$ cat src/rtl/alu_cmd_issuer_pkg.sv
// Shared definitions for the ALU command issuer: op codes and FSM states.
package alu_cmd_issuer_pkg;

  localparam logic [3:0] OP_ADD  = 4'd0;
  localparam logic [3:0] OP_SUB  = 4'd1;
  localparam logic [3:0] OP_AND  = 4'd2;
  localparam logic [3:0] OP_OR   = 4'd3;
  localparam logic [3:0] OP_SLL  = 4'd4;
  localparam logic [3:0] OP_SRL  = 4'd5;
  localparam logic [3:0] OP_SRA  = 4'd6;
  localparam logic [3:0] OP_GT   = 4'd7;
  localparam logic [3:0] OP_LT   = 4'd8;
  localparam logic [3:0] OP_LAST = OP_LT;

  typedef enum logic [1:0] {
    ST_IDLE = 2'd0,
    ST_EXEC = 2'd1,
    ST_RESP = 2'd2
  } state_e;

  // Codes above OP_LAST have no ALU meaning.
  function automatic logic op_is_illegal(input logic [3:0] op);
    return op > OP_LAST;
  endfunction

endpackage

$ cat src/rtl/alu_cmd_issuer_alu.sv
// Combinational 32-bit ALU. Overflow is only meaningful for add/sub.
module alu_cmd_issuer_alu
  import alu_cmd_issuer_pkg::*;
(
  input  logic [3:0]  op_i,
  input  logic [31:0] a_i,
  input  logic [31:0] b_i,
  input  logic [4:0]  shamt_i,
  output logic [31:0] result_o,
  output logic        overflow_o
);

  logic [31:0] sum, diff;

  assign sum  = a_i + b_i;
  assign diff = a_i - b_i;

  // Select the result for the requested operation; unknown codes yield 0.
  always_comb begin
    result_o   = '0;
    overflow_o = 1'b0;
    case (op_i)
      OP_ADD: begin
        result_o   = sum;
        overflow_o = (a_i[31] == b_i[31]) && (sum[31] != a_i[31]);
      end
      OP_SUB: begin
        result_o   = diff;
        overflow_o = (a_i[31] != b_i[31]) && (diff[31] != a_i[31]);
      end
      OP_AND:  result_o = a_i & b_i;
      OP_OR:   result_o = a_i | b_i;
      OP_SLL:  result_o = a_i << shamt_i;
      OP_SRL:  result_o = a_i >> shamt_i;
      OP_SRA:  result_o = $unsigned($signed(a_i) >>> shamt_i);
      OP_GT:   result_o = {31'd0, $signed(a_i) > $signed(b_i)};
      OP_LT:   result_o = {31'd0, $signed(a_i) < $signed(b_i)};
      default: result_o = '0;
    endcase
  end

endmodule

$ cat src/rtl/alu_cmd_issuer.sv
// Command front end for the ALU: accepts one op, runs it from registered
// operands, holds the response until consumed. Tracks sticky overflow and
// a count of delivered responses.
module alu_cmd_issuer
  import alu_cmd_issuer_pkg::*;
#(
  parameter int DATA_W = 32,
  parameter int CNT_W  = 16
) (
  input  logic              clk,
  input  logic              rst,
  input  logic              cmd_valid,
  output logic              cmd_ready,
  input  logic [3:0]        cmd_op,
  input  logic [DATA_W-1:0] cmd_a,
  input  logic [DATA_W-1:0] cmd_b,
  input  logic [4:0]        cmd_shamt,
  output logic              rsp_valid,
  input  logic              rsp_ready,
  output logic [DATA_W-1:0] rsp_result,
  output logic              rsp_overflow,
  output logic              rsp_illegal,
  input  logic              clr_sticky,
  output logic              sticky_ovf,
  output logic [CNT_W-1:0]  op_count
);

  state_e            state_q, state_d;
  logic [3:0]        op_q;
  logic [DATA_W-1:0] a_q, b_q;
  logic [4:0]        shamt_q;
  logic [DATA_W-1:0] res_q, res_d;
  logic              ovf_q, ovf_d;
  logic              ill_q, ill_d;
  logic              sticky_q, sticky_d;
  logic [CNT_W-1:0]  cnt_q, cnt_d;

  logic              accept, capture, deliver;
  logic [DATA_W-1:0] alu_res;
  logic              alu_ovf;
  logic              cap_ill, cap_ovf;

  // Ready is withheld while reset is asserted, even though state already reads IDLE.
  assign cmd_ready = (state_q == ST_IDLE) && !rst;
  assign rsp_valid = (state_q == ST_RESP);
  assign accept    = cmd_valid && cmd_ready;
  assign deliver   = rsp_valid && rsp_ready;

  // ALU sees only the registered operands, never the live command bus.
  alu_cmd_issuer_alu u_alu (
    .op_i       (op_q),
    .a_i        (a_q),
    .b_i        (b_q),
    .shamt_i    (shamt_q),
    .result_o   (alu_res),
    .overflow_o (alu_ovf)
  );

  assign cap_ill = op_is_illegal(op_q);
  assign cap_ovf = ((op_q == OP_ADD) || (op_q == OP_SUB)) && alu_ovf;

  // Next-state logic: one cycle in EXEC, hold RESP until the consumer takes it.
  always_comb begin
    state_d = state_q;
    capture = 1'b0;
    case (state_q)
      ST_IDLE: if (accept) state_d = ST_EXEC;
      ST_EXEC: begin
        capture = 1'b1;
        state_d = ST_RESP;
      end
      ST_RESP: if (deliver) state_d = ST_IDLE;
      default: state_d = ST_IDLE;
    endcase
  end

  // Response, sticky and counter next values; a set of sticky beats a clear.
  always_comb begin
    res_d    = res_q;
    ovf_d    = ovf_q;
    ill_d    = ill_q;
    sticky_d = sticky_q && !clr_sticky;
    cnt_d    = cnt_q;
    if (capture) begin
      res_d = cap_ill ? '0 : alu_res;
      ovf_d = cap_ovf;
      ill_d = cap_ill;
      if (cap_ovf) sticky_d = 1'b1;
    end
    if (deliver) cnt_d = cnt_q + 1'b1;
  end

  // State and response registers.
  always_ff @(posedge clk or posedge rst) begin
    if (rst) begin
      state_q  <= ST_IDLE;
      res_q    <= '0;
      ovf_q    <= 1'b0;
      ill_q    <= 1'b0;
      sticky_q <= 1'b0;
      cnt_q    <= '0;
    end else begin
      state_q  <= state_d;
      res_q    <= res_d;
      ovf_q    <= ovf_d;
      ill_q    <= ill_d;
      sticky_q <= sticky_d;
      cnt_q    <= cnt_d;
    end
  end

  // Operand registers load only on an accepted command.
  always_ff @(posedge clk or posedge rst) begin
    if (rst) begin
      op_q    <= '0;
      a_q     <= '0;
      b_q     <= '0;
      shamt_q <= '0;
    end else if (accept) begin
      op_q    <= cmd_op;
      a_q     <= cmd_a;
      b_q     <= cmd_b;
      shamt_q <= cmd_shamt;
    end
  end

  assign rsp_result   = res_q;
  assign rsp_overflow = ovf_q;
  assign rsp_illegal  = ill_q;
  assign sticky_ovf   = sticky_q;
  assign op_count     = cnt_q;

endmodule

$ cat config.mk
export PLATFORM = sky130hd
export DESIGN_NAME = alu_cmd_issuer
export DESIGN_NICKNAME = d
export VERILOG_FILES = /design/src/rtl/alu_cmd_issuer_pkg.sv /design/src/rtl/alu_cmd_issuer_alu.sv /design/src/rtl/alu_cmd_issuer.sv
export SDC_FILE = /design/constraint.sdc
export NUM_CORES = 1
export LEC_CHECK = 0
export BUFFER_PORTS_ARGS = -buffer_cell sky130_fd_sc_hd__buf_2
export CAP_MARGIN = 20
export CORE_UTILIZATION = 55
export DETAILED_ROUTE_END_ITERATION = 8
export PLACE_DENSITY = 0.78
export SYNTH_ARGS = -nofsm -noshare
export SYNTH_HDL_FRONTEND = slang
export SYNTH_SLANG_ARGS = --single-unit
$ cat constraint.sdc
create_clock -name clk -period 4.08 [get_ports clk]
set_input_delay 0.816 -clock clk [delete_from_list [all_inputs] [get_ports clk]]
set_output_delay 0.816 -clock clk [all_outputs]
set_load 0.02 [all_outputs]
==> impl_results.md <==
* DR pass1 iterations at 6
* # diodes at 0
* Met1 wire length at 21.08 mm
* Synth Net Count at 1,870
* Met2 routed wirelength at 24.64 mm
* Metal3 WL at 6.268 mm
* Full die area at 24,510 µm²
* Clk root buf: clkbuf_16
* Clk sinks at 126
* Cells after Synth at around 1,700
* Fmax at 250.6 MHz
* Power per Cell Area at between 700 and 800 nW/µm²
* Register area share after synthesis at 24.00%
* GP Congestion at approximately 1.1
* Wire per inst at approximately 27 µm
* Warnings, synthesis at 0
* Crit-path max cell delay at slightly below 800 ps
* Setup violators final at 0
* Critical path peak fanout at 31
* Worst hold path type: reg -> reg
* Slew Viols, Final at 0
* CP Data Required Time at 4370 ps
* Highest-count cells in the layout ignoring fill and taps: nand2_1 (207), o21ai_0 (167), a21oi_1 (156)
* FP Rows at 56
* Maximum clock path buffer count at 2
* H-Tree Depth at 4
* Starting Density at a little under three fifths
* RSZ-0062 raised after global routing: false
* Slowest cell on crit path: dfrtp_4
* PortBufs at 130
* Final Hold Viols at 0
* Setup crit start: shamt_q[1]
* Top_reg_cell synth: dfrtp_1
* Residual overflow from global routing at 0
* Status: completed
* Max rail drop VDD at a little over 0.3 mV
* Setup CP Type: reg -> reg
* DPL Wire Length at 41.87 mm
* Final Power at between 10 and 15 mW
* Commonest non-fill, non-tap cell in the layout: nand2_1
* CTS tree: built
* Yosys top cell by area: dfrtp_1
* CP arrival at 4280 ps
* Synth cell types at 84
* Gr usage total at 46.18%
* NumNets Final at 1,955
* Post-layout minimum cycle time at approximately 4000 ps
* Post-synth EDFFs at 0
* Core area at ~23,000 µm²
* CP bufs+invs at 1
* Share of layout cells above drive strength 1 at between 15 and 20%
* Hold buffers post-CTS at 0
* First-pass GRT wire length at 83.28 mm
* Cell Chain, Critical Path: buf_4, mux2_2, mux2i_1, a21oi_1, mux2_2, a21oi_1, o221ai_1, a22oi_1, o31ai_1
* Cell Area, Synth at between 10,000 and 15,000 µm²
* I/O pin cnt at 131
* Initial antenna violation count at 2
* Vias in the first global route at 13,590
* Max Used Layer: met4
* Fin crit share at 97.79%
* Die X at 156.6 µm
* Largest cells by area after synthesis: dfrtp_1 (24%), ha_1 (9.2%), o21ai_0 (6.4%)
* Top delay family on crit path: compound AO/OA/AOI/OAI gates
* Placed inst area at 14,190 µm²
* Leakage at 6.570 nW
* Fin Clk Skew at about 16 ps
* Vias per cell at 6.850
* Worst-path clk slew at 80 ps
* Avg Cell Area, Syn at 7.761 µm²
* Slew HR at about a third
* Seq cells post-synth at 126
* Final Cell Area at 14,780 µm²
* Slew @ Worst Pin at 1029 ps
* DR iter-0 viols at 1,975
* Reg2reg start: shamt_q[1]
* Via Count at 14,450
* Die H at about 160 µm
* Worst Setup Start Kind: flop
* Yosys top cell area share at 24.00%
* Total wire length at between 50 and 60 mm
* Largest net degree at the start of global routing at between 100 and 150
* DRC errors left at 0
* ANT nets after route at 0
* Total negative setup slack at 0 ps
* Hold wc startpoint: op_count[15]
* Max cap viols at 0
* Post-synth ARST share at 100.0%
* CP Capture Type: flop
* Inserted Clock Buffers at 17
* Area delta synth->final at 12.48%
* Worst-skew pair later-pin latency at 450 ps
[repair_timing]
action,CTS,global route
hold endpoints to repair,0,0
setup endpoints to repair,0,1
setup buffers,0,1
resized for setup,0,1
[metrics by stage]
step	setup slack [ps]	cells	hold WS, ps	util, %
final	90.35	2110	474.9	62.97
after global routing	3.407	2110	501.2	62.97
after CTS	356.1	2109	474.4	62.87
after detailed placement	385.7	2077	458.9	60.44
after global placement	508.6	2077	456.4	60.44
after floorplan	978.0	1693	549.0	-
[sequential cells by signal, indices dropped and copies added (netlist names)]
| signal | flops |
|---|---|
| rsp_illegal | 1 |
| sticky_ovf | 1 |
| b_q | 32 |
| op_q | 4 |
| op_count | 16 |
| shamt_q | 5 |
| state_q | 2 |
| rsp_overflow | 1 |
| a_q | 32 |
| rsp_result | 32 |
[path summary, 6_finish.rpt]
kind                             endpoint  slack [ps]  cells past startpoint
max                        rsp_result[19]          90                      9
min in group asynchronous  rsp_result[15]         580                      3
min reg2reg                  op_count[15]         470                      1
min                          op_count[15]         470                      1
max in group asynchronous      shamt_q[1]        2900                      3
max reg2reg                rsp_result[19]          90                      9
[logic make-up after synthesis]
logic type	synth area share (%)
AOI/OAI and AO/OA	29.43
xor gates and xnor gates	1.400
adders and majority gates	9.541
buffers and inverters	7.094
DFF	24.00
muxes	11.26
and+or+nand+nor	17.28
[where the power goes]
group | switching, mW | total [mW] | internal, mW
registers | 0.508 | 2.10 | 1.59
clock network | 0.778 | 1.59 | 0.809
logic | 4.33 | 6.66 | 2.33
[Yosys cell counts, types with 20 or more instances]
| library cell | instances |
|---|---|
| nand2_1 | 207 |
| o21ai_0 | 167 |
| a21oi_1 | 156 |
| nor2_1 | 152 |
| dfrtp_1 | 126 |
| inv_1 | 104 |
| ha_1 | 97 |
| clkbuf_1 | 87 |
| mux2i_1 | 51 |
| mux4_2 | 33 |
| nor3_1 | 32 |
| a211oi_1 | 31 |
| o211ai_1 | 27 |
| buf_2 | 25 |
| nand3_1 | 24 |
| a21o_1 | 20 |
| mux2_2 | 20 |
[metal layers]
layer / vias to the layer above / global-route usage [%]
met4: 0 / 31.05
met3: 263 / 11.30
met1: 6809 / 57.12
li1: 6348 / -
met5: - / 0
met2: 1034 / 71.30
[layout make-up]
cell class                      count  area [µm²]
Fill cell                        2112        8692
Clock buffer                       17       425.4
Inverter                          107       409.1
Sequential cell                   126        3161
Timing Repair Buffer              194        1169
Multi-Input combinational cell   1332        9074
Clock inverter                     15       143.9
Tap cell                          319       399.1
(Power assumes the default switching activity.)
